--- config.mk ---
export PLATFORM = sky130hd
export DESIGN_NAME = writeback_port_arbiter_flat
export DESIGN_NICKNAME = d
export VERILOG_FILES = /design/src/rtl/writeback_port_arbiter_if.sv /design/src/rtl/writeback_port_arbiter.sv /design/src/flat_wrapper.sv
export SDC_FILE = /design/constraint.sdc
export NUM_CORES = 1
export LEC_CHECK = 0
export CAP_MARGIN = 5
export CORE_MARGIN = 1.5
export CORE_UTILIZATION = 45
export CTS_CLUSTER_SIZE = 12
export DETAILED_ROUTE_END_ITERATION = 8
export HOLD_SLACK_MARGIN = 0.15
export PLACE_DENSITY = 0.73
export SLEW_MARGIN = 20
export SYNTH_ARGS = -nofsm -noshare
export SYNTH_HDL_FRONTEND = slang
export SYNTH_SLANG_ARGS = --single-unit
export TNS_END_PERCENT = 5
--- constraint.sdc ---
create_clock -name clock -period 3.5 [get_ports clock]
set_clock_uncertainty 0.15 [all_clocks]
set_input_delay 0.525 -clock clock [delete_from_list [all_inputs] [get_ports clock]]
set_output_delay 0.525 -clock clock [all_outputs]
set_load 0.03 [all_outputs]
--- src/rtl/writeback_port_arbiter_if.sv ---
// Bundles the stage-5 writeback, long-latency result handshake, decode-stage
// hazard query and register-file write port into one connection.
interface writeback_port_arbiter_if;
  logic        pipe_wr_en;
  logic [4:0]  pipe_rd;
  logic [31:0] pipe_value;
  logic        lu_valid;
  logic        lu_ready;
  logic [4:0]  lu_rd;
  logic [31:0] lu_value;
  logic [4:0]  rs1;
  logic [4:0]  rs2;
  logic        hazard_rs1;
  logic        hazard_rs2;
  logic        stall_req;
  logic        rf_wr_en;
  logic [4:0]  rf_rd;
  logic [31:0] rf_value;

  // Drives the arbiter (pipeline, long-latency unit, decode stage).
  modport master (
    output pipe_wr_en, pipe_rd, pipe_value,
    output lu_valid, lu_rd, lu_value,
    output rs1, rs2,
    input  lu_ready, hazard_rs1, hazard_rs2, stall_req,
    input  rf_wr_en, rf_rd, rf_value
  );

  // The arbiter's own view.
  modport slave (
    input  pipe_wr_en, pipe_rd, pipe_value,
    input  lu_valid, lu_rd, lu_value,
    input  rs1, rs2,
    output lu_ready, hazard_rs1, hazard_rs2, stall_req,
    output rf_wr_en, rf_rd, rf_value
  );
endinterface

--- src/rtl/writeback_port_arbiter.sv ---
// Shares the register-file write port between stage-5 writeback (always first)
// and a long-latency unit whose results are parked in a small FIFO and drained
// into idle writeback slots. Younger stage-5 writes kill matching buffered
// entries; live entries raise decode hazards; a starved FIFO requests a stall.
module writeback_port_arbiter #(
  parameter int DEPTH        = 4,
  parameter int STARVE_LIMIT = 8
) (
  input logic                      clock,
  input logic                      reset_n,
  writeback_port_arbiter_if.slave  bus
);
  localparam int PW = $clog2(DEPTH);
  localparam int CW = PW + 1;
  localparam int SW = $clog2(STARVE_LIMIT + 1);

  logic [4:0]       rd_mem  [DEPTH];
  logic [31:0]      val_mem [DEPTH];
  logic [DEPTH-1:0] live_reg, live_next;
  logic [PW-1:0]    rd_ptr_reg, wr_ptr_reg;
  logic [CW-1:0]    count_reg;
  logic [SW-1:0]    starve_cnt_reg, starve_cnt_next;
  logic             stall_reg;

  logic empty, full, pipe_write, pop, accept, store, head_live;
  logic [DEPTH-1:0] rs1_hit, rs2_hit;

  assign empty      = (count_reg == '0);
  assign full       = (count_reg == CW'(DEPTH));
  assign pipe_write = bus.pipe_wr_en & (bus.pipe_rd != 5'd0);
  // Any slot not claimed by stage 5 retires the head, live or killed.
  assign pop        = ~empty & ~pipe_write;
  assign head_live  = live_reg[rd_ptr_reg];
  assign accept     = bus.lu_valid & ~full;
  // rd=0 results complete the handshake but are dropped.
  assign store      = accept & (bus.lu_rd != 5'd0);

  assign bus.lu_ready  = ~full;
  assign bus.stall_req = stall_reg;

  // Write-port select: stage 5 first, then a live FIFO head; forced off in reset.
  always_comb begin
    bus.rf_wr_en = 1'b0;
    bus.rf_rd    = rd_mem[rd_ptr_reg];
    bus.rf_value = val_mem[rd_ptr_reg];
    if (pipe_write) begin
      bus.rf_wr_en = reset_n;
      bus.rf_rd    = bus.pipe_rd;
      bus.rf_value = bus.pipe_value;
    end else if (pop && head_live) begin
      bus.rf_wr_en = reset_n;
    end
  end

  // Per-entry register match against the decode-stage sources.
  for (genvar gi = 0; gi < DEPTH; gi++) begin : g_hit
    assign rs1_hit[gi] = live_reg[gi] & (rd_mem[gi] == bus.rs1);
    assign rs2_hit[gi] = live_reg[gi] & (rd_mem[gi] == bus.rs2);
  end

  assign bus.hazard_rs1 = reset_n & (bus.rs1 != 5'd0) &
                          ((|rs1_hit) | (bus.lu_valid & (bus.lu_rd == bus.rs1)));
  assign bus.hazard_rs2 = reset_n & (bus.rs2 != 5'd0) &
                          ((|rs2_hit) | (bus.lu_valid & (bus.lu_rd == bus.rs2)));

  // Live-bit update: kill on younger stage-5 write, clear on pop, set on store
  // (store comes last so a same-cycle matching result stays live).
  always_comb begin
    live_next = live_reg;
    for (int i = 0; i < DEPTH; i++) begin
      if (pipe_write && (rd_mem[i] == bus.pipe_rd)) live_next[i] = 1'b0;
    end
    if (pop)   live_next[rd_ptr_reg] = 1'b0;
    if (store) live_next[wr_ptr_reg] = 1'b1;
  end

  // Starvation counter: counts non-draining cycles with data waiting, saturating.
  always_comb begin
    starve_cnt_next = starve_cnt_reg;
    if (empty || pop)
      starve_cnt_next = '0;
    else if (starve_cnt_reg < SW'(STARVE_LIMIT))
      starve_cnt_next = starve_cnt_reg + SW'(1);
  end

  // Payload storage; only valid once the matching live bit is set, so no reset.
  always_ff @(posedge clock) begin
    if (store) begin
      rd_mem[wr_ptr_reg]  <= bus.lu_rd;
      val_mem[wr_ptr_reg] <= bus.lu_value;
    end
  end

  // Control state: pointers, occupancy, live bits, starvation and stall request.
  always_ff @(posedge clock or negedge reset_n) begin
    if (!reset_n) begin
      live_reg       <= '0;
      rd_ptr_reg     <= '0;
      wr_ptr_reg     <= '0;
      count_reg      <= '0;
      starve_cnt_reg <= '0;
      stall_reg      <= 1'b0;
    end else begin
      live_reg       <= live_next;
      if (pop)   rd_ptr_reg <= rd_ptr_reg + PW'(1);
      if (store) wr_ptr_reg <= wr_ptr_reg + PW'(1);
      count_reg      <= count_reg + CW'(store) - CW'(pop);
      starve_cnt_reg <= starve_cnt_next;
      stall_reg      <= (starve_cnt_reg == SW'(STARVE_LIMIT)) & ~pop;
    end
  end
endmodule

--- src/flat_wrapper.sv ---
// flat-port wrapper written by rule: the top's interface ports become plain ports
module writeback_port_arbiter_flat 
#(
  parameter int DEPTH        = 4,
  parameter int STARVE_LIMIT = 8
)
  (clock, reset_n, bus_pipe_wr_en, bus_pipe_rd, bus_pipe_value, bus_lu_valid, bus_lu_rd, bus_lu_value, bus_rs1, bus_rs2, bus_lu_ready, bus_hazard_rs1, bus_hazard_rs2, bus_stall_req, bus_rf_wr_en, bus_rf_rd, bus_rf_value);
  writeback_port_arbiter_if bus_i ();
  input logic clock;
  input logic reset_n;
  input wire logic [$bits(bus_i.pipe_wr_en)-1:0] bus_pipe_wr_en;
  input wire logic [$bits(bus_i.pipe_rd)-1:0] bus_pipe_rd;
  input wire logic [$bits(bus_i.pipe_value)-1:0] bus_pipe_value;
  input wire logic [$bits(bus_i.lu_valid)-1:0] bus_lu_valid;
  input wire logic [$bits(bus_i.lu_rd)-1:0] bus_lu_rd;
  input wire logic [$bits(bus_i.lu_value)-1:0] bus_lu_value;
  input wire logic [$bits(bus_i.rs1)-1:0] bus_rs1;
  input wire logic [$bits(bus_i.rs2)-1:0] bus_rs2;
  output wire logic [$bits(bus_i.lu_ready)-1:0] bus_lu_ready;
  output wire logic [$bits(bus_i.hazard_rs1)-1:0] bus_hazard_rs1;
  output wire logic [$bits(bus_i.hazard_rs2)-1:0] bus_hazard_rs2;
  output wire logic [$bits(bus_i.stall_req)-1:0] bus_stall_req;
  output wire logic [$bits(bus_i.rf_wr_en)-1:0] bus_rf_wr_en;
  output wire logic [$bits(bus_i.rf_rd)-1:0] bus_rf_rd;
  output wire logic [$bits(bus_i.rf_value)-1:0] bus_rf_value;
  assign bus_i.pipe_wr_en = bus_pipe_wr_en;
  assign bus_i.pipe_rd = bus_pipe_rd;
  assign bus_i.pipe_value = bus_pipe_value;
  assign bus_i.lu_valid = bus_lu_valid;
  assign bus_i.lu_rd = bus_lu_rd;
  assign bus_i.lu_value = bus_lu_value;
  assign bus_i.rs1 = bus_rs1;
  assign bus_i.rs2 = bus_rs2;
  assign bus_lu_ready = bus_i.lu_ready;
  assign bus_hazard_rs1 = bus_i.hazard_rs1;
  assign bus_hazard_rs2 = bus_i.hazard_rs2;
  assign bus_stall_req = bus_i.stall_req;
  assign bus_rf_wr_en = bus_i.rf_wr_en;
  assign bus_rf_rd = bus_i.rf_rd;
  assign bus_rf_value = bus_i.rf_value;
  writeback_port_arbiter #(.DEPTH(DEPTH), .STARVE_LIMIT(STARVE_LIMIT)) u_core (.clock(clock), .reset_n(reset_n), .bus(bus_i));
endmodule
==> flow_metrics.py, run 1 <==
metrics = {
    "outcome": {
        "outcome": "finished, final reports clean",
    },
    "floorplanning": {
        "die_w_um": 133,
        "die_h_um": 133,
        "core-area_um2": 16500,
        "io_pins": 130,
        "start_util_pct": 45.8,
        "dieArea_um2": 17600,
        "rows": 47,
    },
    "yosys": {
        "ys_warn_count": 0,
        "synth_area_per_cell_um2": 17.0,
        "ys_seq_area_share_pct": 64.0,
        "synth_area_leaders": "edfxtp_1 59%, mux4_2 11%, xor2_1 6.1%",
        "syn_inst": 444,
        "synth.largest_area_cell": "edfxtp_1",
        "syn_area_um2": 7570,
        "syn_nets": 545,
        "yosys_register_bits": 164,
        "synth_cell_types": 33,
        "synth_top_area_share_pct": 58.7,
    },
    "pwr": {
        "max-vdd-ir-drop_v": 0.000423,
        "p_comb_share_pct": 34.2,
        "seq_power_share_pct": 38.8,
        "switchingPower_w": 0.00229,
        "p_int_w": 0.00494,
        "power_density_nw_per_um2": 740,
        "leakage_nw": 3.47,
        "p_sw_share_pct": 31.7,
        "pwr-share-clk_pct": 27.1,
        "power_w": 0.00723,
    },
    "critical_path": {
        "critPathCaptureType": "output port",
        "critPathMaxFanout": 37,
        "rrSetupSlack_ns": 1.33,
        "worstPathRequired_ns": 2.82,
        "crit_arrival_ns": 2.72,
        "start_kind": "input port",
        "path_class": "in2out",
    },
    "drt": {
        "antenna_left": 0,
        "top_layer_used": "met4",
        "drt_iter0_markers": 272,
        "finalWirelength_um": 16600,
        "wl_met3_um": 1020,
        "drc": 0,
        "dr_wl_met2_um": 8450,
        "vias": 4347,
        "dr.pass1.iters": 4,
        "via_per_inst": 5.31,
        "routedWlPerCell_um": 20.3,
        "m1WireLength_um": 6960,
    },
    "placement": {
        "preCtsSetupSlack_ns": -0.137,
        "dp_hpwl_um": 11300,
        "routabilityCongestion": 0.871,
        "io_buffers": 129,
    },
    "sta": {
        "max_slew_margin_pct": 59.1,
        "finalSetupViolCount": 0,
        "final_max_slew_viol_count": 0,
        "setup_ws_ns": 0.105,
        "max_freq_mhz": 295,
        "fin_setup_tns_ns": 0,
        "rsz0062_at_grt": "no",
        "tightest_slew_ns": 0.608,
        "timing.hold.ws_ns": 0.318,
        "finalCritPeriodShare_pct": 97.0,
        "min_period_ns": 3.39,
        "finalHoldViolCount": 0,
    },
    "grt": {
        "antenna_found_initial": 0,
        "grt_util_all_layers_pct": 20.2,
        "grt_pass1_wl_um": 26300,
        "grt_max_degree": 38,
        "grt_pass1_vias": 4673,
        "gr-total-overflow": 0,
    },
    "layout": {
        "largest_reg_flops": 128,
        "drive_gt1_share_pct": 23.4,
        "top_register": "u_core.val_mem",
        "final_cell_mix": "148 x edfxtp_1, 89 x clkdlybuf4s50_1, 53 x xor2_1, 38 x mux4_2, 33 x mux2_2",
        "reg_top3": "u_core.val_mem: 128 flops, u_core.rd_mem: 20 flops",
        "area_growth_pct": 29.1,
        "diodes": 0,
        "layout.nets": 686,
        "fin_util_pct": 59.1,
        "layout_commonest_cell": "edfxtp_1",
    },
    "clocking": {
        "cts-root-buf": "clkbuf_16",
        "postCtsSetupBuffers": 0,
        "hold_buffers": 0,
        "cts_sinks": 164,
        "cts_buffer_depth": 2,
        "numCtsBuffers": 17,
        "cts_resized": 32,
        "insertion_delay_ns": 0.43,
        "cts_tree": "built",
        "cts.clk_slew.worst_paths_ns": 0.07,
        "cts_max_level": 4,
    },
    "flow_run": {
        "maxCapViolCount": 0,
    },
    "hold_path": {
        "hp-class": "in2async",
    },
}
## area by class of cell
class | instances | area [um^2]
multi-input combinational | 240 | 2540
inverter | 10 | 37.5
sequential | 164 | 4850
fill | 1252 | 6750
timing repair buffer | 152 | 1440
tap | 220 | 275
clock buffer | 18 | 429
clock inverter | 14 | 200
## metal layers
metal,track usage (%),vias to the layer above
met5,0,-
met4,5.74,0
met3,5.10,10
met2,34.1,148
met1,26.1,2193
li1,-,1996
## synth_stat cells
master / count
edfxtp_1: 148
o31a_1: 1
nor2_1: 1
dfrtp_1: 16
mux4_2: 38
nand2b_1: 1
a21oi_1: 1
xor2_1: 53
a31oi_1: 5
mux2i_1: 1
o21ai_2: 1
nor2b_1: 1
nor3_1: 7
o21ai_0: 3
nand3_1: 7
or4_1: 3
ha_1: 12
inv_1: 10
clkbuf_1: 18
nor4_1: 14
xnor2_1: 23
and3_1: 3
buf_4: 1
buf_2: 5
buf_6: 5
and2_1: 4
fa_1: 1
mux2_2: 33
buf_1: 1
a32oi_1: 4
nand2_1: 18
a21boi_0: 1
a22o_1: 4
## metrics by stage
step / std cells / instance area [um^2]
after detailed placement: 786 / 9180
final: 818 / 9770
after global routing: 818 / 9770
after floorplan: 444 / 7570
after global placement: 786 / 9180
after CTS: 818 / 9770
## critical path, stage by stage
cell             delay, ns
clkdlybuf4s50_1       0.43
or4_1                 0.59
o21ai_4               0.17
buf_12                0.25
mux2_2                0.37
dlygate4sd2_1         0.36
## cells by family after synthesis
kind of cell / after synthesis / share of synthesized area (%)
mux: 72 / 16.3
compound gates: 20 / 1.93
flops: 164 / 64.0
simple gates: 59 / 4.07
fa+ha+maj: 13 / 2.25
buf+inv: 40 / 2.61
xor+xnor: 76 / 8.79
## final timing paths
| check | start | endpoint | cells past startpoint |
|---|---|---|---|
| max in group asynchronous | reset_n | u_core.live_reg[3]$_DFF_PN0_ | 2 |
| max | bus_pipe_rd[1] | bus_rf_value[10] | 6 |
| max reg2reg | u_core.count_reg[1]$_DFF_PN0_ | u_core.count_reg[2]$_DFF_PN0_ | 9 |
| min in group clock | u_core.starve_cnt_reg[2]$_DFFE_PN0P_ | u_core.bus.stall_req$_DFF_PN0_ | 1 |
| min | reset_n | u_core.bus.stall_req$_DFF_PN0_ | 2 |
| min reg2reg | u_core.starve_cnt_reg[2]$_DFFE_PN0P_ | u_core.bus.stall_req$_DFF_PN0_ | 1 |
## power groups by stage
stage	combinational [W]	clock (W)	sequential (W)
5_1_grt	0.00267	0.00207	0.00284
3_5_place_dp	0.00262	0	0.00284
3_3_place_gp	0.00258	0	0.00281
2_1_floorplan	0.00173	0	0.00277
6_report	0.00247	0.00196	0.00280
4_1_cts	0.00252	0.00200	0.00280
Note: power is estimated with default switching activity, not from simulation.
==> run 2: changes to the inputs <==
CTS_CLUSTER_DIAMETER = 120   (was default)
==> results of run 2 <==
The final DEF is identical to that of run 1; final timing and power are the same.
==> run 3: changes to the inputs <==
--- a/constraint.sdc
+++ b/constraint.sdc
@@ -3,3 +3,3 @@
 set_input_delay 0.525 -clock clock [delete_from_list [all_inputs] [get_ports clock]]
 set_output_delay 0.525 -clock clock [all_outputs]
-set_load 0.03 [all_outputs]
+set_load 0.02 [all_outputs]
==> flow_metrics.py, run 3 (synthesized netlist as in run 1, its figures left out) <==
metrics = {
    "outcome": {
        "outcome": "finished, final reports clean",
    },
    "critical_path": {
        "max_stage_delay_ns": 0.63,
        "worstPathRequired_ns": 2.82,
        "reg2reg_from": "u_core.count_reg[1]$_DFF_PN0_",
        "critical_path.slowest_cell": "clkdlybuf4s50_1",
        "startpoint": "bus_rs2[4]",
        "crit_chain": "clkdlybuf4s50_1 -> xor2_1 -> nor4_2 -> and3_1 -> a31oi_1 -> a31oi_1 -> clkdlybuf4s50_1",
        "crit_arrival_ns": 2.78,
        "rrSetupSlack_ns": 1.26,
        "worstReg2RegEnd": "u_core.count_reg[2]$_DFF_PN0_",
        "ff2ff_path_depth": 9,
        "critPathCaptureType": "output port",
        "critPathMaxFanout": 6,
        "path_class": "in2out",
        "start_kind": "input port",
    },
    "layout": {
        "layout.nets": 695,
        "final_cell_mix": "148 x edfxtp_1, 91 x clkdlybuf4s50_1, 53 x xor2_1, 38 x mux4_2, 33 x mux2_2",
        "reg_top3": "u_core.val_mem: 128 flops, u_core.rd_mem: 20 flops",
        "area_growth_pct": 30.2,
        "diodes": 0,
        "final_cells": 824,
        "layout_commonest_cell": "edfxtp_1",
        "drive_gt1_share_pct": 22.5,
        "top_register": "u_core.val_mem",
        "largest_reg_flops": 128,
    },
    "grt": {
        "grt_util_all_layers_pct": 20.4,
        "grt_max_degree": 38,
        "gr-total-overflow": 0,
        "grt_pass1_vias": 4855,
        "grt_pass1_wl_um": 26900,
        "antenna_found_initial": 0,
    },
    "sta": {
        "min_period_ns": 3.45,
        "finalCritPeriodShare_pct": 98.7,
        "finalHoldViolCount": 0,
        "fin_setup_tns_ns": 0,
        "finalSetupViolCount": 0,
        "max_freq_mhz": 289,
        "tightest_slew_ns": 0.481,
        "max_slew_margin_pct": 67.7,
        "setup_ws_ns": 0.0456,
        "rsz0062_at_grt": "yes",
        "final_max_slew_viol_count": 0,
        "timing.hold.ws_ns": 0.331,
    },
    "drt": {
        "drc": 0,
        "antenna_left": 0,
        "via_per_inst": 5.30,
        "vias": 4370,
        "dr.pass1.iters": 4,
        "finalWirelength_um": 16700,
        "routedWlPerCell_um": 20.3,
        "drt_iter0_markers": 245,
    },
    "hold_path": {
        "hp-start": "u_core.starve_cnt_reg[2]$_DFFE_PN0P_",
        "hold_path_depth": 1,
        "hp-class": "reg2reg",
        "whs_endpoint": "u_core.bus.stall_req$_DFF_PN0_",
    },
    "floorplanning": {
        "io_pins": 130,
        "core-area_um2": 16500,
        "rows": 47,
        "dieArea_um2": 17600,
        "die_w_um": 133,
        "die_h_um": 133,
        "start_util_pct": 45.8,
    },
    "clocking": {
        "cts_buffer_depth": 2,
        "cts.clk_slew.worst_paths_ns": 0.06,
        "cts_sinks": 164,
        "hold_buffers": 0,
        "numCtsBuffers": 17,
        "cts_max_level": 4,
        "cts-root-buf": "clkbuf_16",
        "cts_tree": "built",
        "insertion_delay_ns": 0.41,
        "postCtsSetupBuffers": 0,
    },
    "pwr": {
        "p_comb_share_pct": 34.3,
        "p_int_w": 0.00475,
        "power_w": 0.00687,
        "pwr-share-clk_pct": 24.0,
        "power_density_nw_per_um2": 697,
        "max-vdd-ir-drop_v": 0.000386,
        "leakage_nw": 3.57,
        "switchingPower_w": 0.00212,
        "seq_power_share_pct": 41.6,
        "p_sw_share_pct": 30.8,
    },
    "placement": {
        "placed_cells": 795,
        "routabilityCongestion": 0.871,
        "preCtsSetupSlack_ns": -0.0843,
        "io_buffers": 129,
        "dp_hpwl_um": 11600,
    },
    "flow_run": {
        "maxCapViolCount": 0,
    },
}
## run 3: cell count changes in the layout (fill, tap and decap cells not counted), moves of 2 or more
cell and delta:
buf_4 -5, nor4_2 +2, nor4_1 -2, clkinv_1 +3
inv_6 -2, clkdlybuf4s50_1 +2, bufinv_16 -3, dlygate4sd2_1 -4
dlymetal6s2s_1 +10, buf_12 +5
## run 3: cell type report
type	instances	area, um^2
Clock inverter	10	87.6
Inverter	10	37.5
Timing Repair Buffer	161	1630
Clock buffer	19	433
Multi-Input combinational cell	240	2550
Tap cell	220	275
Sequential cell	164	4850
Fill cell	1269	6670
## run 3: metrics by stage
step / instance area [um^2] / util (%)
detailed placement: 9330 / 56.5
floorplan: 7570 / -
CTS: 9830 / 59.5
global route: 9860 / 59.7
finish: 9860 / 59.7
global placement: 9330 / 56.5
## run 3: power groups by stage
stage / Sequential, W / Combinational, W / Clock [W]
6_report: 0.00286 / 0.00236 / 0.00165
3_5_place_dp: 0.00290 / 0.00249 / 0
4_1_cts: 0.00287 / 0.00242 / 0.00169
5_1_grt: 0.00290 / 0.00257 / 0.00175
3_3_place_gp: 0.00288 / 0.00246 / 0
2_1_floorplan: 0.00277 / 0.00159 / 0
## run 3: critical path, delay by kind of cell
kind | cells | cell delay [ns]
compound gates | 2 | 0.22
xor+xnor | 1 | 0.24
buf+inv | 2 | 1.23
simple gates | 2 | 0.56
## run 3: worst max-delay path by stage
stage | endpoint | slack (ns) | depth (start not counted)
2_1_floorplan | u_core.count_reg[2]$_DFF_PN0_ | 0.60 | 11
3_3_place_gp | bus_hazard_rs2 | -0.13 | 6
3_5_place_dp | bus_rf_value[9] | -0.08 | 6
4_1_cts | bus_rf_value[1] | -0.03 | 6
5_1_grt | bus_hazard_rs2 | -0.03 | 7
6_report | bus_hazard_rs2 | 0.05 | 7
## run 3: what timing repair did
action | CTS | global route
cloned | 0 | 0
endpoints found under the hold margin | 0 | 0
gates resized for setup | 30 | 11
setup endpoints to repair | 33 | 11
## run 3: layer usage
layer / vias to the layer above / wire length (um) / track usage (%)
met5: - / 0 / 0
met4: 0 / 293 / 5.80
met3: 27 / 765 / 5.06
met2: 121 / 8410 / 35.2
met1: 2214 / 7280 / 25.9
li1: 2008 / - / -
